<file path="src/rtl/imem_port_arbiter.sv">
// Shares the single synchronous-read instruction memory port between fetch (IF) and DM reads.
// Define IMEM_ARB_RR_EN to resolve plain IF/DM conflicts round-robin instead of IF-first.
module imem_port_arbiter #(
  parameter int unsigned MAX_WAIT = 4,
  parameter int unsigned CNT_W    = 4
) (
  input  logic        i_clk,
  input  logic        i_rst,
  input  logic        i_if_req,
  input  logic [31:0] i_if_addr,
  output logic        o_if_gnt,
  output logic        o_if_rvalid,
  output logic [31:0] o_if_rdata,
  input  logic        i_dm_req,
  input  logic [31:0] i_dm_addr,
  input  logic        i_dm_lock,
  output logic        o_dm_gnt,
  output logic        o_dm_rvalid,
  output logic [31:0] o_dm_rdata,
  output logic        o_mem_ren,
  output logic [31:0] o_mem_raddr,
  input  logic [31:0] i_mem_rdata
);

  typedef enum logic [1:0] {StIdle, StOwnIf, StOwnDm} owner_e;

  localparam logic [CNT_W-1:0] MaxCnt = CNT_W'(MAX_WAIT);

  owner_e           owner_q;
  logic             lock_q;
  logic [CNT_W-1:0] wait_cnt_q;
  logic             if_rvalid_q;
  logic             dm_rvalid_q;

  logic lock_hit;
  logic starve;
  logic conflict_dm;
  logic dm_win;
  logic if_gnt;
  logic dm_gnt;

`ifdef IMEM_ARB_RR_EN
  logic last_if_q;

  // Conflicts go to whichever requester was not granted most recently; IF first after reset.
  always_ff @(posedge i_clk or posedge i_rst) begin
    if (i_rst) begin
      last_if_q <= 1'b0;
    end else if (if_gnt) begin
      last_if_q <= 1'b1;
    end else if (dm_gnt) begin
      last_if_q <= 1'b0;
    end
  end

  assign conflict_dm = last_if_q;
`else
  assign conflict_dm = 1'b0;
`endif

  always_comb begin
    lock_hit = (owner_q == StOwnDm) && lock_q && i_dm_req;
    starve   = (wait_cnt_q == MaxCnt) && i_dm_req;
    dm_win   = lock_hit || starve || (i_dm_req && (!i_if_req || conflict_dm));
    // Grants are suppressed for as long as reset is held.
    dm_gnt   = !i_rst && dm_win;
    if_gnt   = !i_rst && i_if_req && !dm_win;
  end

  assign o_if_gnt    = if_gnt;
  assign o_dm_gnt    = dm_gnt;
  assign o_mem_ren   = if_gnt | dm_gnt;
  assign o_mem_raddr = if_gnt ? i_if_addr : (dm_gnt ? i_dm_addr : 32'h0);

  always_ff @(posedge i_clk or posedge i_rst) begin
    if (i_rst) begin
      owner_q     <= StIdle;
      lock_q      <= 1'b0;
      wait_cnt_q  <= '0;
      if_rvalid_q <= 1'b0;
      dm_rvalid_q <= 1'b0;
    end else begin
      owner_q     <= dm_gnt ? StOwnDm : (if_gnt ? StOwnIf : StIdle);
      lock_q      <= dm_gnt & i_dm_lock;
      if_rvalid_q <= if_gnt;
      dm_rvalid_q <= dm_gnt;
      if (dm_gnt || !i_dm_req) begin
        wait_cnt_q <= '0;
      end else if (wait_cnt_q != MaxCnt) begin
        wait_cnt_q <= wait_cnt_q + 1'b1;
      end
    end
  end

  // Memory data arrives the cycle after the grant; only the owner sees it.
  assign o_if_rvalid = if_rvalid_q;
  assign o_dm_rvalid = dm_rvalid_q;
  assign o_if_rdata  = if_rvalid_q ? i_mem_rdata : 32'h0;
  assign o_dm_rdata  = dm_rvalid_q ? i_mem_rdata : 32'h0;

endmodule
</file>
<file path="config.mk">
export PLATFORM = sky130hd
export DESIGN_NAME = imem_port_arbiter
export DESIGN_NICKNAME = d
export VERILOG_FILES = /design/src/rtl/imem_port_arbiter.sv
export SDC_FILE = /design/constraint.sdc
export NUM_CORES = 1
export LEC_CHECK = 0
export ABC_CLOCK_PERIOD_IN_PS = 5200
export CAP_MARGIN = 20
export CORE_AREA = 3 3 78 80
export DETAILED_ROUTE_END_ITERATION = 8
export DIE_AREA = 0 0 81 83
export HOLD_SLACK_MARGIN = 0.05
export PLACE_DENSITY = 0.82
export SLEW_MARGIN = 25
export SYNTH_ARGS = -nofsm -noshare
export SYNTH_HDL_FRONTEND = slang
export SYNTH_SLANG_ARGS = --single-unit
</file>
<file path="constraint.sdc">
create_clock -name i_clk -period 5.2 [get_ports i_clk]
set_input_delay 0.78 -clock i_clk [delete_from_list [all_inputs] [get_ports i_clk]]
set_output_delay 0.78 -clock i_clk [all_outputs]
set_load 0.05 [all_outputs]
</file>
==> results of run 1 <==
worst max-delay path: cells and delay by family:
| family | cells | cell delay (ns) |
|---|---|---|
| simple gates | 1 | 0.29 |
| compound gates | 2 | 0.51 |
| buf+inv | 3 | 1.69 |
stage by stage:
| stage | util, % | worst slack, ns | cells |
|---|---|---|---|
| 3_5_place_dp | 59.6 | 1.13 | 410 |
| 2_1_floorplan | - | 2.21 | 148 |
| 4_1_cts | 60.4 | 1.13 | 413 |
| 3_3_place_gp | 59.6 | 1.17 | 410 |
| 5_1_grt | 60.4 | 1.02 | 413 |
| 6_report | 60.4 | 1.14 | 413 |
registers in the layout, summed over array words and instances (netlist names):
register and count:
wait_cnt_q 4, lock_q 1, o_dm_rvalid 1, o_if_rvalid 1, owner_q 1
cell usage in the layout, fill, tap and decap left out:
master and count:
a2111oi_0 1, a2111oi_4 1, a211oi_1 2, a21oi_1 3
a22o_1 28, a22o_2 4, a311oi_4 1, a31oi_1 2
and2_1 65, and3b_4 1, and4b_1 1, buf_4 2
clkbuf_8 3, clkdlybuf4s50_1 201, dfrtp_1 8, ha_1 2
inv_1 5, mux2i_1 1, nand3_1 4, nand3b_1 1
nand3b_4 1, nand4_1 1, nor2_1 1, nor3_1 1
xnor2_1 1
power groups by stage:
| stage | clock network, mW | logic [mW] | registers, mW |
|---|---|---|---|
| 2_1_floorplan | 0 | 0.186 | 0.0732 |
| 3_3_place_gp | 0 | 0.336 | 0.0756 |
| 3_5_place_dp | 0 | 0.340 | 0.0759 |
| 4_1_cts | 0.0757 | 0.340 | 0.0751 |
| 5_1_grt | 0.0798 | 0.352 | 0.0763 |
| 6_report | 0.0739 | 0.338 | 0.0749 |
metal layers:
layer	wire length [µm]	part of all wire [%]	global-route usage, %	vias up
li1	-	-	-	915
met1	2120	33	17.9	819
met2	3190	50	32.6	133
met3	905	14	6.94	10
met4	124	2.0	5.53	0
met5	0	0	0	-
cell families (layout without fill, tap and decap cells):
| group | after synthesis | after routing | synth area share [%] |
|---|---|---|---|
| AO/OA/AOI/OAI | 42 | 42 | 31.1 |
| adder cells (fa/ha/maj) | 2 | 2 | 2.05 |
| flip-flops | 8 | 8 | 16.4 |
| buffers and inverters | 18 | 211 | 8.52 |
| XOR/XNOR | 1 | 1 | 0.719 |
| multiplexers | 1 | 1 | 0.821 |
| AND/OR/NAND/NOR | 76 | 76 | 40.3 |
final timing paths:
kind	start	end	slack, ns	cells past startpoint
min in group asynchronous	i_rst	wait_cnt_q[1]	1.15	2
max in group asynchronous	i_rst	wait_cnt_q[2]	3.81	2
max reg2reg	o_dm_rvalid	lock_q	3.08	4
max	i_dm_req	o_mem_raddr[25]	1.14	6
min reg2reg	wait_cnt_q[1]	wait_cnt_q[1]	0.61	2
min	wait_cnt_q[1]	wait_cnt_q[1]	0.61	2
synthesized netlist by cell type, drive strengths merged:
library cell and count:
a2111oi 2, a211oi 2, a21oi 3, a22o 32
a311oi 1, a31oi 2, and2 65, and3b 1
and4b 1, buf 7, clkbuf 6, dfrtp 8
ha 2, inv 5, mux2i 1, nand3 4
nand3b 2, nand4 1, nor2 1, nor3 1
xnor2 1
final cells by class:
| type | count | area, µm² | area share [%] |
|---|---|---|---|
| Timing Repair Buffer | 203 | 2030 | 61.4 |
| Clock buffer | 3 | 41.3 | 1.25 |
| Inverter | 5 | 18.8 | 0.568 |
| Multi-Input combinational cell | 122 | 926 | 28.0 |
| Tap cell | 72 | 90.1 | 2.73 |
| Sequential cell | 8 | 200 | 6.06 |
==> flow_metrics.tcl, run 1 <==
set metrics [dict create \
    status "finished clean" \
    place_congestion 0.764 \
    grt_max_degree 36 \
    syn_inst 148 \
    io_buffers 201 \
    critPathKind "in2out" \
    drt_wl_total_um 6340 \
    p_per_area_nw_per_um2 147 \
    rsz0062_at_grt "no" \
    cts_hold_buf 0 \
    power_leakage_nw 1.29 \
    ys_seq_area_share_pct 16.4 \
    cp_cell_sequence "clkdlybuf4s50_1 -> and4b_1 -> a2111oi_4 -> buf_4 -> a22o_1 -> clkdlybuf4s50_1" \
    crit_arrival_ns 3.28 \
    grt_pass1_vias 1824 \
    finalNetCount 446 \
    n_antenna_cell 0 \
    clk_path_buf_depth 2 \
    cts_sinks 8 \
    drt_pass1_iterations 6 \
    overflow 0 \
    antenna_left 0 \
    die_w_um 81 \
    fin_crit_sh_pct 78.0 \
    clockRootBuffer "clkbuf_8" \
    clkPwrFrac_pct 15.2 \
    core_um2 5470 \
    maxCapViolCount 0 \
    period_minus_slack_ns 4.06 \
    design_area_um2 3300 \
    syn-num-nets 251 \
    worst_slew_pin_slew_ns 0.784 \
    antenna_found_initial 0 \
    internal_power_mw 0.269 \
    cp_slowest_cell "clkdlybuf4s50_1" \
    place_area_um2 3260 \
    setup_viol_count_final 0 \
    wl_per_cell_um 15.3 \
    clk_pin_slew_ns 0.04 \
    syn_area_um2 1220 \
    ys_types 26 \
    area_growth_pct 171 \
    syn_avg_cell_area_um2 8.23 \
    drv_slew 0 \
    num_io_pins 202 \
    startpoint_type "primary input" \
    holdWs_ns 0.613 \
    power.share.switching_pct 44.8 \
    power.switching_mw 0.218 \
    synth_area_leaders "and2_1 (33%), a22o_1 (20%), dfrtp_1 (16%)" \
    synth-seq-cells 8 \
    vias 1877 \
    cts_max_level 1 \
    hold_path_class "reg2reg" \
    grtUsageTotal_pct 17.7 \
    yosysTopAreaCell "and2_1" \
    cts_resized 0 \
    clock_skew_ns 0.00205 \
    cts_tree "done" \
    start_util_pct 22.3 \
    synth_top_area_share_pct 33.4 \
    row_count 27 \
    clock.fmax_ghz 0.246 \
    yosys_warnings 0 \
    nFillCells 502 \
    cts_buffers 3 \
    power_mw 0.487 \
    ir_drop_mv 0.0832 \
    die_area_um2 6720 \
    worst_setup_path_end_kind "output port" \
    post_cts_buffers 0 \
    critPathRequiredTime_ns 4.42 \
    dp_hpwl_um 5400 \
    viasPerCell 4.54 \
    critPathMostFrequentCell "clkdlybuf4s50_1" \
    grt_pass1_wl_um 9470 \
    seqPwrFrac_pct 15.4 \
    final-hold-violation-count 0 \
    p_comb_share_pct 69.4 \
    clock_latency_ns 0.23 \
    detail_route.iter0.violations 41 \
    critPathMaxStageDelay_ns 0.83 \
    crit_fanout 34 \
    fin_tns_setup_ns 0 \
    die_h_um 83 \
    relSlewSlack_pct 47.8 \
    drc 0 \
    drive_above_1_share_pct 3.81 \
]
No activity file was read; power rests on OpenSTA's default activity.
==> run 2, diff against run 1 <==
--- a/config.mk
+++ b/config.mk
@@ -5,13 +5,13 @@
 export SDC_FILE = /design/constraint.sdc
 export NUM_CORES = 1
 export LEC_CHECK = 0
-export ABC_CLOCK_PERIOD_IN_PS = 5200
+export ABC_CLOCK_PERIOD_IN_PS = 3400
 export CAP_MARGIN = 20
-export CORE_AREA = 3 3 78 80
+export CORE_MARGIN = 3
+export CORE_UTILIZATION = 20
 export DETAILED_ROUTE_END_ITERATION = 8
-export DIE_AREA = 0 0 81 83
 export HOLD_SLACK_MARGIN = 0.05
-export PLACE_DENSITY = 0.82
+export PLACE_DENSITY = 0.78
 export SLEW_MARGIN = 25
 export SYNTH_ARGS = -nofsm -noshare
 export SYNTH_HDL_FRONTEND = slang
==> constraint.sdc (replaced) <==
create_clock -name i_clk -period 3.4 [get_ports i_clk]
set_input_delay 0.51 -clock i_clk [delete_from_list [all_inputs] [get_ports i_clk]]
set_output_delay 0.51 -clock i_clk [all_outputs]
set_load 0.05 [all_outputs]
==> run 2 against run 1 <==
Compared with the run above: clock skew is essentially flat; utilization grew 3.4 points; combinational power grew 74%; via count shrank 0.80%; largest cell class unchanged.
==> flow_metrics.tcl, run 2 (synthesis results as in run 1) <==
set metrics [dict create \
    num_io_pins 202 \
    ir_drop_mv 0.137 \
    grt_pass1_wl_um 9890 \
    crit_fanout 34 \
    detail_route.iter0.violations 54 \
    fin_tns_setup_ns 0 \
    worst_slew_pin_slew_ns 0.765 \
    die_w_um 84.1 \
    cts_tree "done" \
    die_h_um 84.1 \
    power_leakage_nw 1.46 \
    finalWorstSetupSlack_ns 0.480 \
    top_usage_layer "met2" \
    final_common_cell "clkdlybuf4s50_1" \
    clock.fmax_ghz 0.342 \
    antenna_left 0 \
    clk_path_buf_depth 2 \
    clockRootBuffer "clkbuf_8" \
    clk_pin_slew_ns 0.04 \
    viasPerCell 4.50 \
    place_congestion 0.846 \
    top_register "wait_cnt_q" \
    dpl.cell_count 411 \
    vias 1862 \
    place_area_um2 3600 \
    period_minus_slack_ns 2.92 \
    overflow 0 \
    p_per_area_nw_per_um2 224 \
    cts_hold_buf 0 \
    use_met3_pct 4.15 \
    drv_slew 0 \
    cp_slowest_cell "clkdlybuf4s50_1" \
    antenna_found_initial 0 \
    area_growth_pct 199 \
    critPathMaxStageDelay_ns 0.48 \
    drt_pass1_iterations 4 \
    dp_hpwl_um 5620 \
    grt_max_degree 36 \
    grtUsageTotal_pct 17.1 \
    relSlewSlack_pct 49.0 \
    use_met1_pct 16.7 \
    final_cells 414 \
    grtUsageMet2_pct 35.8 \
    setup_viol_count_final 0 \
    critPathRequiredTime_ns 2.89 \
    wl_per_cell_um 15.4 \
    rsz0062_at_grt "no" \
    finalNetCount 447 \
    drt_wl_total_um 6370 \
    critPathKind "in2out" \
    start_util_pct 21.3 \
    cts_max_level 1 \
    crit_family "buffers and inverters" \
    n_antenna_cell 0 \
    worst_setup_path_end_kind "output port" \
    cts_buffers 3 \
    row_count 27 \
    post-route-util_pct 63.7 \
    design_area_um2 3640 \
    drive_above_1_share_pct 14.0 \
    fin_crit_sh_pct 85.9 \
    grt_pass1_vias 1947 \
    maxCapViolCount 0 \
    hold_path_class "reg2reg" \
    clock_latency_ns 0.23 \
    post_cts_buffers 0 \
    power_mw 0.814 \
    largest_register_ffs 4 \
    clock_skew_ns 0.00191 \
    cp_cell_sequence "clkdlybuf4s50_1 -> and4b_1 -> a2111oi_4 -> buf_4 -> a22o_1 -> buf_12" \
    startpoint_type "primary input" \
    core_um2 5710 \
    io_buffers 201 \
    critPathBufInv 3 \
    holdWs_ns 0.632 \
    final_cell_mix "clkdlybuf4s50_1 (167), and2_1 (65), buf_12 (33), a22o_1 (28), dfrtp_1 (8)" \
    cts_sinks 8 \
    die_area_um2 7070 \
    status "finished clean" \
    cts_resized 0 \
    drc 0 \
    dp_slack_ns 0.479 \
    final-hold-violation-count 0 \
    crit_arrival_ns 2.41 \
]
[run 2: changes by cell type in the layout (fill, tap and decap cells not counted)]
cell             delta
buf_12             +33
buf_4               +2
clkdlybuf4s50_1    -34
[run 2: area by class of cell]
class,instances,area (µm²)
Timing Repair Buffer,204,2360
Fill cell,475,2070
Multi-Input combinational cell,122,926
Sequential cell,8,200
Tap cell,72,90.1
Clock buffer,3,41.3
Inverter,5,18.8
[run 2: power breakdown]
part	internal (mW)	leakage (nW)	switching, mW
sequential	0.101	0.107	0.00954
clock	0.0767	0.0216	0.0373
combinational	0.287	1.34	0.302
total	0.465	1.46	0.349
[run 2: routing by layer]
layer / part of all wire, % / vias up
li1: - / 914
met1: 34 / 813
met2: 57 / 131
met3: 9.2 / 4
met4: 0.63 / 0
met5: 0 / -
[run 2: final timing paths]
check / start / to / slack, ns / cells past startpoint
max: i_dm_req / o_mem_raddr[20] / 0.48 / 6
max reg2reg: wait_cnt_q[0] / o_if_rvalid / 1.57 / 5
min: wait_cnt_q[1] / wait_cnt_q[1] / 0.63 / 2
min in group asynchronous: i_rst / wait_cnt_q[0] / 0.89 / 2
min reg2reg: wait_cnt_q[1] / wait_cnt_q[1] / 0.63 / 2
max in group asynchronous: i_rst / o_dm_rvalid / 2.27 / 2
[run 2: tightest hold or removal path, stage by stage, from the launching register on]
cell     delay, ns
dfrtp_1       0.40
nand3_1       0.09
a31oi_1       0.09
